`src/rtl/cpu_ctrl_pkg.sv`:
```
// Shared definitions for the RISC control sequencer: opcodes, FSM states,
// datapath strobe bit positions and per-opcode micro-step lengths.
package cpu_ctrl_pkg;

   localparam int CTRL_W = 27;
   localparam int ALU_W  = 5;
   localparam int OP_W   = 5;

   typedef logic [OP_W-1:0] opcode_t;

   localparam opcode_t OP_LD   = 5'd0;
   localparam opcode_t OP_LDI  = 5'd1;
   localparam opcode_t OP_ST   = 5'd2;
   localparam opcode_t OP_ADD  = 5'd3;
   localparam opcode_t OP_SUB  = 5'd4;
   localparam opcode_t OP_AND  = 5'd5;
   localparam opcode_t OP_OR   = 5'd6;
   localparam opcode_t OP_ROR  = 5'd7;
   localparam opcode_t OP_ROL  = 5'd8;
   localparam opcode_t OP_SHR  = 5'd9;
   localparam opcode_t OP_SHRA = 5'd10;
   localparam opcode_t OP_SHL  = 5'd11;
   localparam opcode_t OP_ADDI = 5'd12;
   localparam opcode_t OP_ANDI = 5'd13;
   localparam opcode_t OP_ORI  = 5'd14;
   localparam opcode_t OP_MUL  = 5'd15;
   localparam opcode_t OP_DIV  = 5'd16;
   localparam opcode_t OP_NEG  = 5'd17;
   localparam opcode_t OP_NOT  = 5'd18;
   localparam opcode_t OP_BR   = 5'd19;
   localparam opcode_t OP_JR   = 5'd20;
   localparam opcode_t OP_JAL  = 5'd21;
   localparam opcode_t OP_IN   = 5'd22;
   localparam opcode_t OP_OUT  = 5'd23;
   localparam opcode_t OP_MFHI = 5'd24;
   localparam opcode_t OP_MFLO = 5'd25;
   localparam opcode_t OP_NOP  = 5'd26;
   localparam opcode_t OP_HALT = 5'd27;

   typedef enum logic [4:0] {
      RST = 5'd0, T0, T1, T2, T3, T4, T5, T6, T7, HALTED
   } state_t;

   localparam int CB_PCOUT     = 0;
   localparam int CB_MARIN     = 1;
   localparam int CB_INCPC     = 2;
   localparam int CB_ZIN       = 3;
   localparam int CB_ZLOWOUT   = 4;
   localparam int CB_ZHIGHOUT  = 5;
   localparam int CB_PCIN      = 6;
   localparam int CB_MDRIN     = 7;
   localparam int CB_MDROUT    = 8;
   localparam int CB_READ      = 9;
   localparam int CB_WRITE     = 10;
   localparam int CB_IRIN      = 11;
   localparam int CB_YIN       = 12;
   localparam int CB_GRA       = 13;
   localparam int CB_GRB       = 14;
   localparam int CB_GRC       = 15;
   localparam int CB_RIN       = 16;
   localparam int CB_ROUT      = 17;
   localparam int CB_BAOUT     = 18;
   localparam int CB_COUT      = 19;
   localparam int CB_LOIN      = 20;
   localparam int CB_HIIN      = 21;
   localparam int CB_LOOUT     = 22;
   localparam int CB_HIOUT     = 23;
   localparam int CB_CONIN     = 24;
   localparam int CB_INPORTOUT = 25;
   localparam int CB_OUTPORTIN = 26;

   // Index of the final micro-step for an opcode; fetch-only opcodes end at T2.
   function automatic logic [2:0] last_step(opcode_t op);
      case (op)
         OP_LD, OP_ST:                         return 3'd7;
         OP_MUL, OP_DIV, OP_BR:                return 3'd6;
         OP_LDI, OP_ADD, OP_SUB, OP_AND, OP_OR,
         OP_ROR, OP_ROL, OP_SHR, OP_SHRA, OP_SHL,
         OP_ADDI, OP_ANDI, OP_ORI:             return 3'd5;
         OP_NEG, OP_NOT, OP_JAL:               return 3'd4;
         OP_JR, OP_IN, OP_OUT, OP_MFHI, OP_MFLO: return 3'd3;
         default:                              return 3'd2;
      endcase
   endfunction

   function automatic logic [2:0] state_step(state_t s);
      case (s)
         T1:      return 3'd1;
         T2:      return 3'd2;
         T3:      return 3'd3;
         T4:      return 3'd4;
         T5:      return 3'd5;
         T6:      return 3'd6;
         T7:      return 3'd7;
         default: return 3'd0;
      endcase
   endfunction

   function automatic state_t step_state(logic [2:0] n);
      case (n)
         3'd1:    return T1;
         3'd2:    return T2;
         3'd3:    return T3;
         3'd4:    return T4;
         3'd5:    return T5;
         3'd6:    return T6;
         3'd7:    return T7;
         default: return T0;
      endcase
   endfunction

endpackage

```
`src/rtl/control_sequencer_ctrl_decode.sv`:
```
// Combinational micro-step table: (state, latched opcode, con_ff) to the
// datapath strobe vector and ALU operation select.
module ctrl_decode
   import cpu_ctrl_pkg::*;
(
   input  state_t            i_state,
   input  opcode_t           i_opcode,
   input  logic              i_con_ff,
   output logic [CTRL_W-1:0] o_ctrl,
   output logic [ALU_W-1:0]  o_alu_op
);

   // Immediate forms reuse the ALU operation of their register counterpart.
   function automatic logic [ALU_W-1:0] alu_sel(opcode_t op);
      case (op)
         OP_ADDI: return OP_ADD;
         OP_ANDI: return OP_AND;
         OP_ORI:  return OP_OR;
         default: return op;
      endcase
   endfunction

   // Decode strobes for the current micro-step; everything idles at zero.
   always_comb begin
      o_ctrl   = '0;
      o_alu_op = '0;
      case (i_state)
         T0: begin
            o_ctrl[CB_PCOUT] = 1'b1; o_ctrl[CB_MARIN] = 1'b1;
            o_ctrl[CB_INCPC] = 1'b1; o_ctrl[CB_ZIN]   = 1'b1;
         end
         T1: begin
            o_ctrl[CB_ZLOWOUT] = 1'b1; o_ctrl[CB_PCIN]  = 1'b1;
            o_ctrl[CB_READ]    = 1'b1; o_ctrl[CB_MDRIN] = 1'b1;
         end
         T2: begin
            o_ctrl[CB_MDROUT] = 1'b1; o_ctrl[CB_IRIN] = 1'b1;
         end
         T3, T4, T5, T6, T7: begin
            case (i_opcode)
               OP_ADD, OP_SUB, OP_AND, OP_OR, OP_ROR, OP_ROL, OP_SHR, OP_SHRA,
               OP_SHL, OP_ADDI, OP_ANDI, OP_ORI: begin
                  case (i_state)
                     T3: begin
                        o_ctrl[CB_GRB] = 1'b1; o_ctrl[CB_ROUT] = 1'b1; o_ctrl[CB_YIN] = 1'b1;
                     end
                     T4: begin
                        o_ctrl[CB_ZIN] = 1'b1;
                        if (i_opcode inside {OP_ADDI, OP_ANDI, OP_ORI}) begin
                           o_ctrl[CB_COUT] = 1'b1;
                        end else begin
                           o_ctrl[CB_GRC] = 1'b1; o_ctrl[CB_ROUT] = 1'b1;
                        end
                        o_alu_op = alu_sel(i_opcode);
                     end
                     T5: begin
                        o_ctrl[CB_ZLOWOUT] = 1'b1; o_ctrl[CB_GRA] = 1'b1; o_ctrl[CB_RIN] = 1'b1;
                     end
                     default: ;
                  endcase
               end
               OP_MUL, OP_DIV: begin
                  case (i_state)
                     T3: begin
                        o_ctrl[CB_GRA] = 1'b1; o_ctrl[CB_ROUT] = 1'b1; o_ctrl[CB_YIN] = 1'b1;
                     end
                     T4: begin
                        o_ctrl[CB_GRB] = 1'b1; o_ctrl[CB_ROUT] = 1'b1; o_ctrl[CB_ZIN] = 1'b1;
                        o_alu_op = i_opcode;
                     end
                     T5: begin o_ctrl[CB_ZLOWOUT]  = 1'b1; o_ctrl[CB_LOIN] = 1'b1; end
                     T6: begin o_ctrl[CB_ZHIGHOUT] = 1'b1; o_ctrl[CB_HIIN] = 1'b1; end
                     default: ;
                  endcase
               end
               OP_NEG, OP_NOT: begin
                  case (i_state)
                     T3: begin
                        o_ctrl[CB_GRB] = 1'b1; o_ctrl[CB_ROUT] = 1'b1; o_ctrl[CB_ZIN] = 1'b1;
                        o_alu_op = i_opcode;
                     end
                     T4: begin
                        o_ctrl[CB_ZLOWOUT] = 1'b1; o_ctrl[CB_GRA] = 1'b1; o_ctrl[CB_RIN] = 1'b1;
                     end
                     default: ;
                  endcase
               end
               OP_LD, OP_LDI, OP_ST: begin
                  case (i_state)
                     T3: begin
                        o_ctrl[CB_GRB] = 1'b1; o_ctrl[CB_BAOUT] = 1'b1; o_ctrl[CB_YIN] = 1'b1;
                     end
                     T4: begin
                        o_ctrl[CB_COUT] = 1'b1; o_ctrl[CB_ZIN] = 1'b1;
                        o_alu_op = OP_ADD;
                     end
                     T5: begin
                        o_ctrl[CB_ZLOWOUT] = 1'b1;
                        if (i_opcode == OP_LDI) begin
                           o_ctrl[CB_GRA] = 1'b1; o_ctrl[CB_RIN] = 1'b1;
                        end else begin
                           o_ctrl[CB_MARIN] = 1'b1;
                        end
                     end
                     T6: begin
                        if (i_opcode == OP_ST) begin
                           o_ctrl[CB_GRA] = 1'b1; o_ctrl[CB_ROUT] = 1'b1; o_ctrl[CB_MDRIN] = 1'b1;
                        end else begin
                           o_ctrl[CB_READ] = 1'b1; o_ctrl[CB_MDRIN] = 1'b1;
                        end
                     end
                     T7: begin
                        if (i_opcode == OP_ST) begin
                           o_ctrl[CB_WRITE] = 1'b1;
                        end else begin
                           o_ctrl[CB_MDROUT] = 1'b1; o_ctrl[CB_GRA] = 1'b1; o_ctrl[CB_RIN] = 1'b1;
                        end
                     end
                     default: ;
                  endcase
               end
               OP_BR: begin
                  case (i_state)
                     T3: begin
                        o_ctrl[CB_GRA] = 1'b1; o_ctrl[CB_ROUT] = 1'b1; o_ctrl[CB_CONIN] = 1'b1;
                     end
                     T4: begin o_ctrl[CB_PCOUT] = 1'b1; o_ctrl[CB_YIN] = 1'b1; end
                     T5: begin
                        o_ctrl[CB_COUT] = 1'b1; o_ctrl[CB_ZIN] = 1'b1;
                        o_alu_op = OP_ADD;
                     end
                     T6: begin
                        // Branch target is only committed when the condition holds.
                        o_ctrl[CB_ZLOWOUT] = i_con_ff; o_ctrl[CB_PCIN] = i_con_ff;
                     end
                     default: ;
                  endcase
               end
               OP_JR: begin
                  if (i_state == T3) begin
                     o_ctrl[CB_GRA] = 1'b1; o_ctrl[CB_ROUT] = 1'b1; o_ctrl[CB_PCIN] = 1'b1;
                  end
               end
               OP_JAL: begin
                  if (i_state == T3) begin
                     o_ctrl[CB_PCOUT] = 1'b1; o_ctrl[CB_GRB] = 1'b1; o_ctrl[CB_RIN] = 1'b1;
                  end else if (i_state == T4) begin
                     o_ctrl[CB_GRA] = 1'b1; o_ctrl[CB_ROUT] = 1'b1; o_ctrl[CB_PCIN] = 1'b1;
                  end
               end
               OP_IN: if (i_state == T3) begin
                  o_ctrl[CB_INPORTOUT] = 1'b1; o_ctrl[CB_GRA] = 1'b1; o_ctrl[CB_RIN] = 1'b1;
               end
               OP_OUT: if (i_state == T3) begin
                  o_ctrl[CB_GRA] = 1'b1; o_ctrl[CB_ROUT] = 1'b1; o_ctrl[CB_OUTPORTIN] = 1'b1;
               end
               OP_MFHI: if (i_state == T3) begin
                  o_ctrl[CB_HIOUT] = 1'b1; o_ctrl[CB_GRA] = 1'b1; o_ctrl[CB_RIN] = 1'b1;
               end
               OP_MFLO: if (i_state == T3) begin
                  o_ctrl[CB_LOOUT] = 1'b1; o_ctrl[CB_GRA] = 1'b1; o_ctrl[CB_RIN] = 1'b1;
               end
               default: ;
            endcase
         end
         default: ;
      endcase
   end

endmodule

```
`src/rtl/control_sequencer.sv`:
```
// Multi-cycle hardwired control unit: fetch/decode/execute sequencing,
// stop/halt handling and run status for the bus-based RISC datapath.
module control_sequencer
   import cpu_ctrl_pkg::*;
#(
   parameter int IR_WIDTH = 32,
   parameter int OP_LSB   = 27
) (
   input  logic                clock,
   input  logic                reset,
   input  logic [IR_WIDTH-1:0] ir,
   input  logic                con_ff,
   input  logic                stop,
   output logic [CTRL_W-1:0]   ctrl,
   output logic [ALU_W-1:0]    alu_op,
   output logic                clear,
   output logic                run,
   output logic [4:0]          state_dbg
);

   state_t  r_state;
   state_t  w_next;
   opcode_t r_opcode;
   opcode_t w_ir_op;
   opcode_t w_op;
   logic    w_unused_ir;

   assign w_ir_op     = ir[OP_LSB+4:OP_LSB];
   assign w_unused_ir = ^ir;
   // During T2 the IR is still being read, so the sequence length comes from
   // the live field; later steps use the opcode latched when T2 was left.
   assign w_op        = (r_state == T2) ? w_ir_op : r_opcode;

   // State register and opcode latch; reset abandons any instruction at once.
   always_ff @(posedge clock or posedge reset) begin
      if (reset) begin
         r_state  <= RST;
         r_opcode <= '0;
      end else begin
         r_state <= w_next;
         if (r_state == T2) begin
            r_opcode <= w_ir_op;
         end
      end
   end

   // Next micro-step: advance until the opcode's last step, then refetch or halt.
   always_comb begin
      w_next = r_state;
      case (r_state)
         RST:    w_next = T0;
         T0:     w_next = T1;
         T1:     w_next = T2;
         HALTED: w_next = HALTED;
         default: begin
            if (r_state == T2 && w_op == OP_HALT) begin
               w_next = HALTED;
            end else if (state_step(r_state) >= last_step(w_op)) begin
               w_next = stop ? HALTED : T0;
            end else begin
               w_next = step_state(state_step(r_state) + 3'd1);
            end
         end
      endcase
   end

   // Status outputs decoded from the current state.
   always_comb begin
      clear     = (r_state == RST);
      run       = (r_state != HALTED);
      state_dbg = r_state;
   end

   ctrl_decode u_decode (
      .i_state  (r_state),
      .i_opcode (r_opcode),
      .i_con_ff (con_ff),
      .o_ctrl   (ctrl),
      .o_alu_op (alu_op)
   );

endmodule

```
`config.mk`:
```
export PLATFORM = sky130hd
export DESIGN_NAME = control_sequencer
export DESIGN_NICKNAME = d
export VERILOG_FILES = /design/src/rtl/cpu_ctrl_pkg.sv /design/src/rtl/control_sequencer_ctrl_decode.sv /design/src/rtl/control_sequencer.sv
export SDC_FILE = /design/constraint.sdc
export NUM_CORES = 1
export LEC_CHECK = 0
export ABC_AREA = 1
export CAP_MARGIN = 20
export CORE_MARGIN = 2
export CORE_UTILIZATION = 43
export DETAILED_ROUTE_END_ITERATION = 12
export PLACE_DENSITY = 0.78
export SLEW_MARGIN = 40
export SYNTH_ARGS = -nofsm -noshare
export SYNTH_HDL_FRONTEND = slang
export SYNTH_HIERARCHICAL = 1
export SYNTH_SLANG_ARGS = --single-unit
```
`constraint.sdc`:
```
create_clock -name clock -period 2.7 [get_ports clock]
set_input_delay 0.27 -clock clock [delete_from_list [all_inputs] [get_ports clock]]
set_output_delay 0.27 -clock clock [all_outputs]
set_load 0.05 [all_outputs]
```
## After elaboration in Yosys (flattened, before gate mapping)

Memories as Yosys holds them, arrays and structs flattened.
Index checks and enable logic that the tools add are counted.

- Register bits after elaboration: 10
- Bits in read-only memories: 96
- Logic and storage cells: 142
- Memories: 1

Memories:

| memory | depth | width | read ports | clocked after Yosys merged registers in | write ports | line | source |
|---|---|---|---|---|---|---|---|
| (name not given) | 32 | 3 | 1 | 0 | 0 | cpu_ctrl_pkg.sv:74 | `case (op)` |

- $add $sub $neg: 1
- $lt $le $gt $ge: 1
- Eq/ne operators: 43
- Multiplexer cells: 77
- Reductions and logical operators: 17

Operators by type and width:

| cell | count |
|---|---|
| 5-bit equality test, second input constant | 11 |
| 5-bit by 4-bit equality test with 1-bit output, second input constant | 10 |
| 5-bit by 3-bit equality test with 1-bit output, second input constant | 8 |
| 1-bit two-way mux | 33 |
| 4-bit one-hot mux with 7 select lines | 1 |
| 5-bit two-way mux | 5 |
| 5-bit one-hot mux with 5 select lines | 1 |
| 3-bit two-way mux | 7 |
| 5-bit by 2-bit equality test with 1-bit output, second input constant | 4 |
| 3-bit one-hot mux with 6 select lines | 1 |
| 18-bit OR reduction | 1 |
| 17-bit OR reduction | 1 |
| 4-bit two-way mux | 4 |
| 1-bit one-hot mux with 2 select lines | 8 |
| 4-bit one-hot mux with 4 select lines | 1 |
| 15-bit two-way mux | 1 |
| 5-bit one-hot mux with 3 select lines | 1 |
| 15-bit OR reduction | 1 |
| 3-bit equality test, second input constant | 4 |
| 1-bit one-hot mux with 3 select lines | 4 |
| 12-bit OR reduction | 1 |
| 5-bit by 1-bit equality test with 1-bit output, second input constant | 2 |
| 5-bit logical NOT | 2 |
| 5-bit OR reduction | 2 |
| other kinds (17) | 25 |

## Depth between registers and ports, before layout

Gate-level depths: netlist (run 1).

- Depth after elaboration: 16
- Depth in mapped cells: 18
- Gate-level depth less buffers: 18

## Modules after synthesis

Netlist (run 1), hierarchy kept.

Modules (own cells, without submodules):

| module | times used | cells an instance | area an instance (um2) | sequential area each (um2) |
|---|---|---|---|---|
| ctrl_decode | 1 | 186 | 904.6 | 0.0 |
| control_sequencer | 1 | 110 | 784.5 | 225.2 |

## Least setup slack after synthesis (run 1)

OpenSTA, ideal clock, no wires.

- Path type: register to output
- From: register r_state[3], in the netlist state_dbg[3]
- To: output port ctrl[9]
- Arrival time: 2.430 ns
- Required time: 2.430 ns
- Setup slack: 0.000 ns
- Cell stages (with the launch flop): 6
- Cells stage by stage: dfrtp_1 nor2_2 nand2_2 nor2_1 inv_1 o31ai_1

- Cells in the longest elaborated chain, start to end: 4
- Elaborated cells on any way between the ends: 10

Ends and longest elaborated chain:

| what | line | source |
|---|---|---|
| start: declaration | control_sequencer.sv:21 | `state_t r_state;` |
| start signal: assignment | control_sequencer.sv:40 | `r_state <= w_next;` |
| 5-bit by 3-bit equality test with 1-bit output | control_sequencer_ctrl_decode.sv:27, control_sequencer_ctrl_decode.sv:89 |  |
| 1-bit two-way mux | control_sequencer_ctrl_decode.sv:89 | `case (i_state)` |
| 4-bit two-way mux | control_sequencer_ctrl_decode.sv:40 | `case (i_opcode)` |
| 1-bit one-hot mux with 2 select lines * | control_sequencer_ctrl_decode.sv:27 | `case (i_state)` |
| end: declaration | control_sequencer.sv:14 | `output logic [CTRL_W-1:0] ctrl,` |

Every way passes the cells marked *; elsewhere a longest branch is shown, timed or not.

## Final worst setup path (run 1)

- From: register r_state[3], in the netlist state_dbg[3]
- To: output port alu_op[1]

- Cells in the longest elaborated chain, start to end: 4
- Elaborated cells on any way between the ends: 13

Ends and longest elaborated chain:

| what | line | source |
|---|---|---|
| 5-bit by 3-bit equality test with 1-bit output (on tied branches) | -- |  |
| 2-bit two-way mux (tied with other cells) | control_sequencer_ctrl_decode.sv:123 | `case (i_state)` |
| 5-bit one-hot mux with 5 select lines | control_sequencer_ctrl_decode.sv:40 |  |
| 5-bit two-way mux * | control_sequencer_ctrl_decode.sv:27 |  |
| end: declaration | control_sequencer.sv:15 | `output logic [ALU_W-1:0] alu_op,` |

Marked as above.

==> out/metrics.csv, run 1 <==
stage;metric;value;unit
sta;layout_setup_ws;0.230;ns
final_layout;fill_cells;392;
logic_synthesis;synthTopCellsByArea;nand2_1, dfrtp_1, nand3_1;
floorplanning;die_w;66.7;µm
clocking;cts_tree;done;
sta;relSlewSlack;61.6;%
setup_path;path_common_cell;nand3_1;
grt;grt_usage;22.9;%
power_and_ir_drop;clock_power_share;6.3;%
power_and_ir_drop;cellLeakagePower;0.00118;µW
final_layout;ff_latch_area;225;µm²
clocking;cts_sinks;9;
logic_synthesis;netlist-cell-type-count;41;
placed_design;gp_congestion;0.908;
logic_synthesis;synth_edf_count;0;
grt;grt_pass1_vias;1786;
final_layout;synthToLayoutAreaGrowth;29.4;%
logic_synthesis;yosys_most_used_dff;dfrtp_1;
sta;rsz0062_at_grt;no;
logic_synthesis;synth-adder-area-share;2.22;%
floorplanning;fp-row-count;22;
clocking;clock_latency;0.24;ns
setup_path;required;2.43;ns
clocking;root_buffer;clkbuf_8;
final_layout;nets;384;
setup_path;cp-start-kind;register;
power_and_ir_drop;swShare;62.9;%
logic_synthesis;synthMostInstantiatedCell;nand2_1;
sta;finalCritPeriodShare;91.5;%
setup_path;slowest_delay;0.47;ns
routing;drt_pass1_iterations;4;
setup_path;cpLargestDelayFamily;simple AND/OR/NAND/NOR gates;
setup_path;worst-path-buf-inv;2;
placed_design;dpl.hpwl;3790;µm
grt;gr-total-overflow;0;
placed_design;pre_cts_ws;0.338;ns
sta;worstMarginPinSlew;0.576;ns
placed_design;io_buffers;46;
grt;grt_max_degree;15;
setup_path;crit_slowest_cell;dfrtp_1;
final_layout;multiInputGateArea;1240;µm²
routing;viasPerCell;5.10;
sta;finalSetupViolCount;0;
flow_run;max_cap_viol_count;0;
setup_path;crit_fanout;11;
sta;fin_tns_setup;0;ns
floorplanning;ios;75;
clocking;path_clk_slew;0.05;ns
outcome;status;finished clean;
logic_synthesis;synth-xor-area-share;0;%
setup_path;criticalPathCategory;register to output port;
logic_synthesis;synth_top_family_by_area;simple AND/OR/NAND/NOR gates;
power_and_ir_drop;p_sw;1600;µW
routing;wl_per_cell;12.0;µm
setup_path;worstPathArrival;2.20;ns
logic_synthesis;syn_inst;296;
floorplanning;die-area;4450;µm²
sta;skew;0.00142;ns
final_layout;drive_above_1_share;20.9;%
logic_synthesis;synth_area_leader_cell;nand2_1;
logic_synthesis;muxShareOfSynthArea;0;%
power_and_ir_drop;irDropWorstVdd;0.000703;V
logic_synthesis;synth_warnings;6;
logic_synthesis;ys_seq_area_share;13.3;%
floorplanning;start_util;45.5;%
setup_path;path_cells;nor2_2, nand3_1, inv_1, nand3_1, nand2_1, nand3b_1, buf_12;
floorplanning;die-height;66.7;µm
setup_path;cp-end-kind;output port;
clocking;ctsHoldBuffers;0;
sta;clock.fmax;0.405;GHz
grt;grt_pass1_wl;8010;µm
routing;vias;2001;
grt;antenna_found_initial;0;
clocking;htreeDepth;1;
power_and_ir_drop;p_int;946;µW
logic_synthesis;synthSimpleGateAreaFrac;59.6;%
logic_synthesis;synth_top_area_share;16.9;%
logic_synthesis;netlist_area;1690;µm²
routing;drt_iter0_drc;166;
logic_synthesis;syn_area_per_cell;5.71;µm²
routing;routed_wl;4690;µm
sta;report.final.slew_viol_count;0;
hold_path;hold_path_class;input pin to asynchronous set/reset pin;
routing;route.detailed.drc;0;
power_and_ir_drop;seqPwrFrac;13.7;%
sta;period_minus_slack;2.47;ns
clocking;clock_path_buffers;2;
logic_synthesis;synth_top_cells_by_count;nand2_1, nor2_1, inv_1, nand3_1, nand2_2;
power_and_ir_drop;combPwrFrac;80.0;%
logic_synthesis;synth-compound-area-share;10.9;%
logic_synthesis;synth-async-reset-ratio;100;%
power_and_ir_drop;power.density;1160;nW/µm²
floorplanning;core;3720;µm²
logic_synthesis;synth-seq-cells;9;
sta;hold_viol;0;
routing;drtAntennaViolNets;0;
final_layout;diodes;0;
clocking;cts-buffers-inserted;3;
cell usage in the layout (no fill, tap or decap), types with 2 or more instances in the layout:
cell,synthesis,final
conb_1,1,3
dfrtp_1,9,9
nor3_1,2,2
nand3b_1,5,5
nand3_2,3,3
nor2_4,3,3
buf_4,3,28
inv_1,39,39
o31ai_1,2,2
nand2_4,2,2
a41o_1,2,2
clkbuf_8,0,3
o21ai_0,7,7
nor2_8,2,2
nand4_1,6,6
o21ai_1,3,3
nand2_2,10,10
nor2_2,4,4
clkdlybuf4s50_1,0,17
nor2_1,42,42
ha_1,3,3
dlymetal6s2s_1,0,2
nand2_1,76,76
nand3_1,39,39
a21oi_1,6,6
o22ai_1,2,2
inv_2,8,8
kinds of logic (layout without fill, tap and decap cells):
group / count (synthesis) / after routing
AND/OR/NAND/NOR: 200 / 200
AO/OA/AOI/OAI: 28 / 28
flip-flops: 9 / 9
adder cells (fa/ha/maj): 3 / 3
other: 1 / 3
buffers and inverters: 55 / 101
sequential cells by signal, summed over array words and instances, names as in the netlist:
register and cells:
r_opcode 5, state_dbg 4
power groups by stage:
stage | logic, µW | clock network [µW] | registers, µW
2_1_floorplan | 1560 | 0 | 366
3_3_place_gp | 1980 | 0 | 349
3_5_place_dp | 2020 | 0 | 352
4_1_cts | 2030 | 160 | 350
5_1_grt | 2270 | 169 | 367
6_report | 2040 | 162 | 348
worst register-to-register path, cell delays in order (launching register included):
cell and delay [ns]:
dfrtp_1 0.48, nor2_4 0.32, nand2_8 0.13, nand2_2 0.08, nand2_2 0.09, inv_2 0.09, nand3_1 0.10, nand3_1 0.08
nand2_1 0.06, ha_1 0.29, nand3b_1 0.08, nand3_1 0.10, inv_1 0.08, nand2_1 0.07, nand3_1 0.07, nand2_1 0.06
nand2_1 0.04
per-stage QoR:
stage / area [µm²] / std cells / hold WS (ns) / power [µW] / utilization [%]
after floorplan: 1700 / 298 / 0.0979 / 1920 / -
final: 2190 / 392 / 0.294 / 2550 / 58.8
after detailed placement: 2130 / 388 / 0.559 / 2370 / 57.4
after CTS: 2180 / 392 / 0.307 / 2540 / 58.7
after global placement: 2130 / 388 / 0.555 / 2330 / 57.4
after global routing: 2190 / 392 / 0.349 / 2810 / 58.8
area by class of cell:
| type | count | share of cell area, % |
|---|---|---|
| Inverter | 49 | 8.64 |
| Timing Repair Buffer | 48 | 19.5 |
| Clock inverter | 1 | 0.229 |
| Tap cell | 48 | 2.75 |
| Sequential cell | 9 | 10.3 |
| Clock buffer | 3 | 1.89 |
| Multi-Input combinational cell | 234 | 56.7 |
timing repair:
item | CTS | global route
endpoints found under the setup margin | 0 | 2
endpoints found under the hold margin | 0 | 0
buffers inserted | 0 | 0
gates resized for setup | 0 | 2
worst paths after layout:
kind / end / from / slack, ns / depth (start not counted)
setup / recovery: alu_op[1] / state_dbg[3] / 0.23 / 7
hold / removal: state_dbg[1] / reset / 0.29 / 2
setup reg to reg: state_dbg[3] / state_dbg[2] / 0.37 / 16
hold reg to reg: r_opcode[0] / r_opcode[0] / 0.69 / 2
max in group asynchronous: state_dbg[2] / reset / 2.15 / 2
min in group clock: r_opcode[4] / ir[31] / 0.66 / 3
routing by layer:
layer | vias up | share of wire [%] | routed length, µm | GRT usage (%)
met2 | 67 | 48 | 2250 | 38.8
met4 | 0 | 2.1 | 99 | 9.18
li1 | 1047 | - | - | -
met3 | 11 | 5.8 | 271 | 2.53
met5 | - | 0 | 0 | 0
met1 | 876 | 44 | 2070 | 29.6
No activity file was read; power rests on OpenSTA's default activity.
==> run 2: changes to the inputs <==
- CORE_MARGIN: 2 -> 1.5
- SLEW_MARGIN: 40 -> 25
==> out/metrics.csv, run 2 (synthesized netlist as in run 1, its figures left out) <==
stage;metric;value;unit;change
sta;finalCritPeriodShare;92.1;%;+0.61 points
routing;drt_iter0_drc;154;;-7.2%
grt;grt_pass1_vias;1946;;+9.0%
setup_path;reg2reg_slack;0.34;ns;-0.03 ns
outcome;status;finished clean;;
clocking;htreeDepth;1;;unchanged
placed_design;io_buffers;46;;unchanged
final_layout;fin_cells;394;;+0.51%
setup_path;slowest_delay;0.80;ns;+0.33 ns
setup_path;worstPathArrival;2.22;ns;+0.02 ns
clocking;cts_resized;0;;unchanged
final_layout;largest_reg_flops;5;;unchanged
sta;report.final.slew_viol_count;0;;unchanged
final_layout;fill_cells;372;;-5.1%
sta;period_minus_slack;2.49;ns;+0.0166 ns
sta;relSlewSlack;62.3;%;+0.75 points
setup_path;cp-start-kind;register;;
sta;fin_tns_setup;0;ns;unchanged
grt;grt_pass1_wl;8220;µm;+2.6%
clocking;root_buffer;clkbuf_8;;
clocking;clock_path_buffers;2;;unchanged
flow_run;max_cap_viol_count;0;;unchanged
final_layout;layout_commonest_cell;nand2_1;;
placed_design;pre_cts_ws;0.343;ns;+0.00551 ns
sta;finalSetupViolCount;0;;unchanged
sta;layout_setup_ws;0.213;ns;-0.0166 ns
setup_path;cp-end-kind;output port;;
floorplanning;ios;75;;unchanged
routing;vias;2088;;+4.3%
grt;gr-total-overflow;0;;unchanged
routing;wl_per_cell;12.0;µm;+0.30%
routing;viasPerCell;5.30;;+3.8%
grt;grt_max_degree;12;;-3
setup_path;path_cells;nor2_2, nand2_2, nor2_4, inv_2, nor2_1, clkdlybuf4s50_1;;
routing;route.detailed.drc;0;;unchanged
floorplanning;fp-row-count;22;;unchanged
sta;hold_viol;0;;unchanged
setup_path;crit_slowest_cell;clkdlybuf4s50_1;;
floorplanning;die-height;65.7;µm;-1.5%
final_layout;final_cell_mix;nand2_1, nor2_1, inv_1, nand3_1, buf_4;;
setup_path;crit_path_start;state_dbg[3];;
floorplanning;core;3720;µm²;unchanged
final_layout;multiInputGateArea;1240;µm²;unchanged
grt;antenna_found_initial;0;;unchanged
clocking;ctsHoldBuffers;0;;unchanged
final_layout;synthToLayoutAreaGrowth;32.7;%;
floorplanning;die-area;4310;µm²;-3.0%
placed_design;gp_congestion;0.930;;+2.4%
sta;clock.fmax;0.402;GHz;-0.67%
final_layout;nets;386;;+0.52%
clocking;path_clk_slew;0.05;ns;about the same
power_and_ir_drop;power.density;1140;nW/µm²;-2.3%
sta;rsz0062_at_grt;no;;
setup_path;crit_fanout;9;;-2
placed_design;dp.cells;390;;+0.52%
final_layout;top_register;r_opcode;;
setup_path;reg2reg_from;state_dbg[2];;
power_and_ir_drop;irDropWorstVdd;0.000847;V;+20%
final_layout;drive_above_1_share;20.8;%;-0.12 points
clocking;post_cts_buffers;0;;unchanged
clocking;cts_tree;done;;
hold_path;hold_path_class;input pin to asynchronous set/reset pin;;
clocking;cts-buffers-inserted;3;;unchanged
routing;routed_wl;4730;µm;+0.81%
final_layout;ff_latch_area;225;µm²;unchanged
final_layout;diodes;0;;unchanged
power_and_ir_drop;cellLeakagePower;0.00118;µW;-0.46%
clocking;cts_sinks;9;;unchanged
clocking;clock_latency;0.23;ns;about the same
routing;drt_pass1_iterations;5;;+1
sta;skew;0.00529;ns;+0.00387 ns
floorplanning;die_w;65.7;µm;-1.5%
floorplanning;start_util;45.5;%;unchanged
setup_path;criticalPathCategory;register to output port;;
sta;worstMarginPinSlew;0.565;ns;-0.0113 ns
routing;drtAntennaViolNets;0;;unchanged
placed_design;dpl.hpwl;3760;µm;-0.77%
setup_path;required;2.43;ns;about the same
grt;grt_usage;23.5;%;+0.59 points
==> run 2: changes by cell type in the layout (fill, tap and decap cells not counted) <==
cell / change
buf_4: -3
buf_12: +3
dlymetal6s2s_1: -1
clkdlybuf4s50_1: +3
==> run 2: through the flow <==
step                util [%]  hold slack [ns]  total power (µW)  cell area, µm²
finish                  60.3            0.299              2550            2240
global route            60.3            0.348              2810            2240
CTS                     60.2            0.313              2530            2240
detailed placement      59.0            0.556              2360            2190
global placement        59.0            0.557              2320            2190
floorplan                  -           0.0979              1920            1700
==> run 2: final timing paths <==
| kind | endpoint | cells after the start |
|---|---|---|
| setup / recovery | ctrl[26] | 6 |
| hold / removal | state_dbg[3] | 2 |
| setup reg to reg | state_dbg[3] | 16 |
| hold reg to reg | r_opcode[0] | 2 |
| max in group asynchronous | r_opcode[0] | 2 |
| min in group clock | r_opcode[4] | 3 |
==> run 2: layout make-up <==
class,count,area share (%)
Clock buffer,3,1.84
Tap cell,48,2.68
Sequential cell,9,10.1
Clock inverter,1,0.223
Multi-Input combinational cell,234,55.3
Timing Repair Buffer,50,21.4
Inverter,49,8.43
==> run 2: power breakdown <==
group / total, µW / internal (µW) / switching (µW) / leakage (µW)
clock network: 157 / 101 / 56.0 / 0.0000255
logic: 2020 / 646 / 1370 / 0.00104
registers: 373 / 199 / 175 / 0.000107
==> run 2: critical path: cells and delay by family (launching register included) <==
family | cells | cell delay [ns]
buffers and inverters | 2 | 0.91
flip-flops | 1 | 0.47
AND/OR/NAND/NOR | 4 | 0.60
==> run 2: routing by layer <==
| layer | up-vias | global-route usage, % | part of all wire [%] |
|---|---|---|---|
| li1 | 1053 | - | - |
| met1 | 903 | 28.4 | 42 |
| met2 | 115 | 41.2 | 48 |
| met3 | 17 | 3.25 | 7.0 |
| met4 | 0 | 10.2 | 2.6 |
| met5 | - | 0 | 0 |
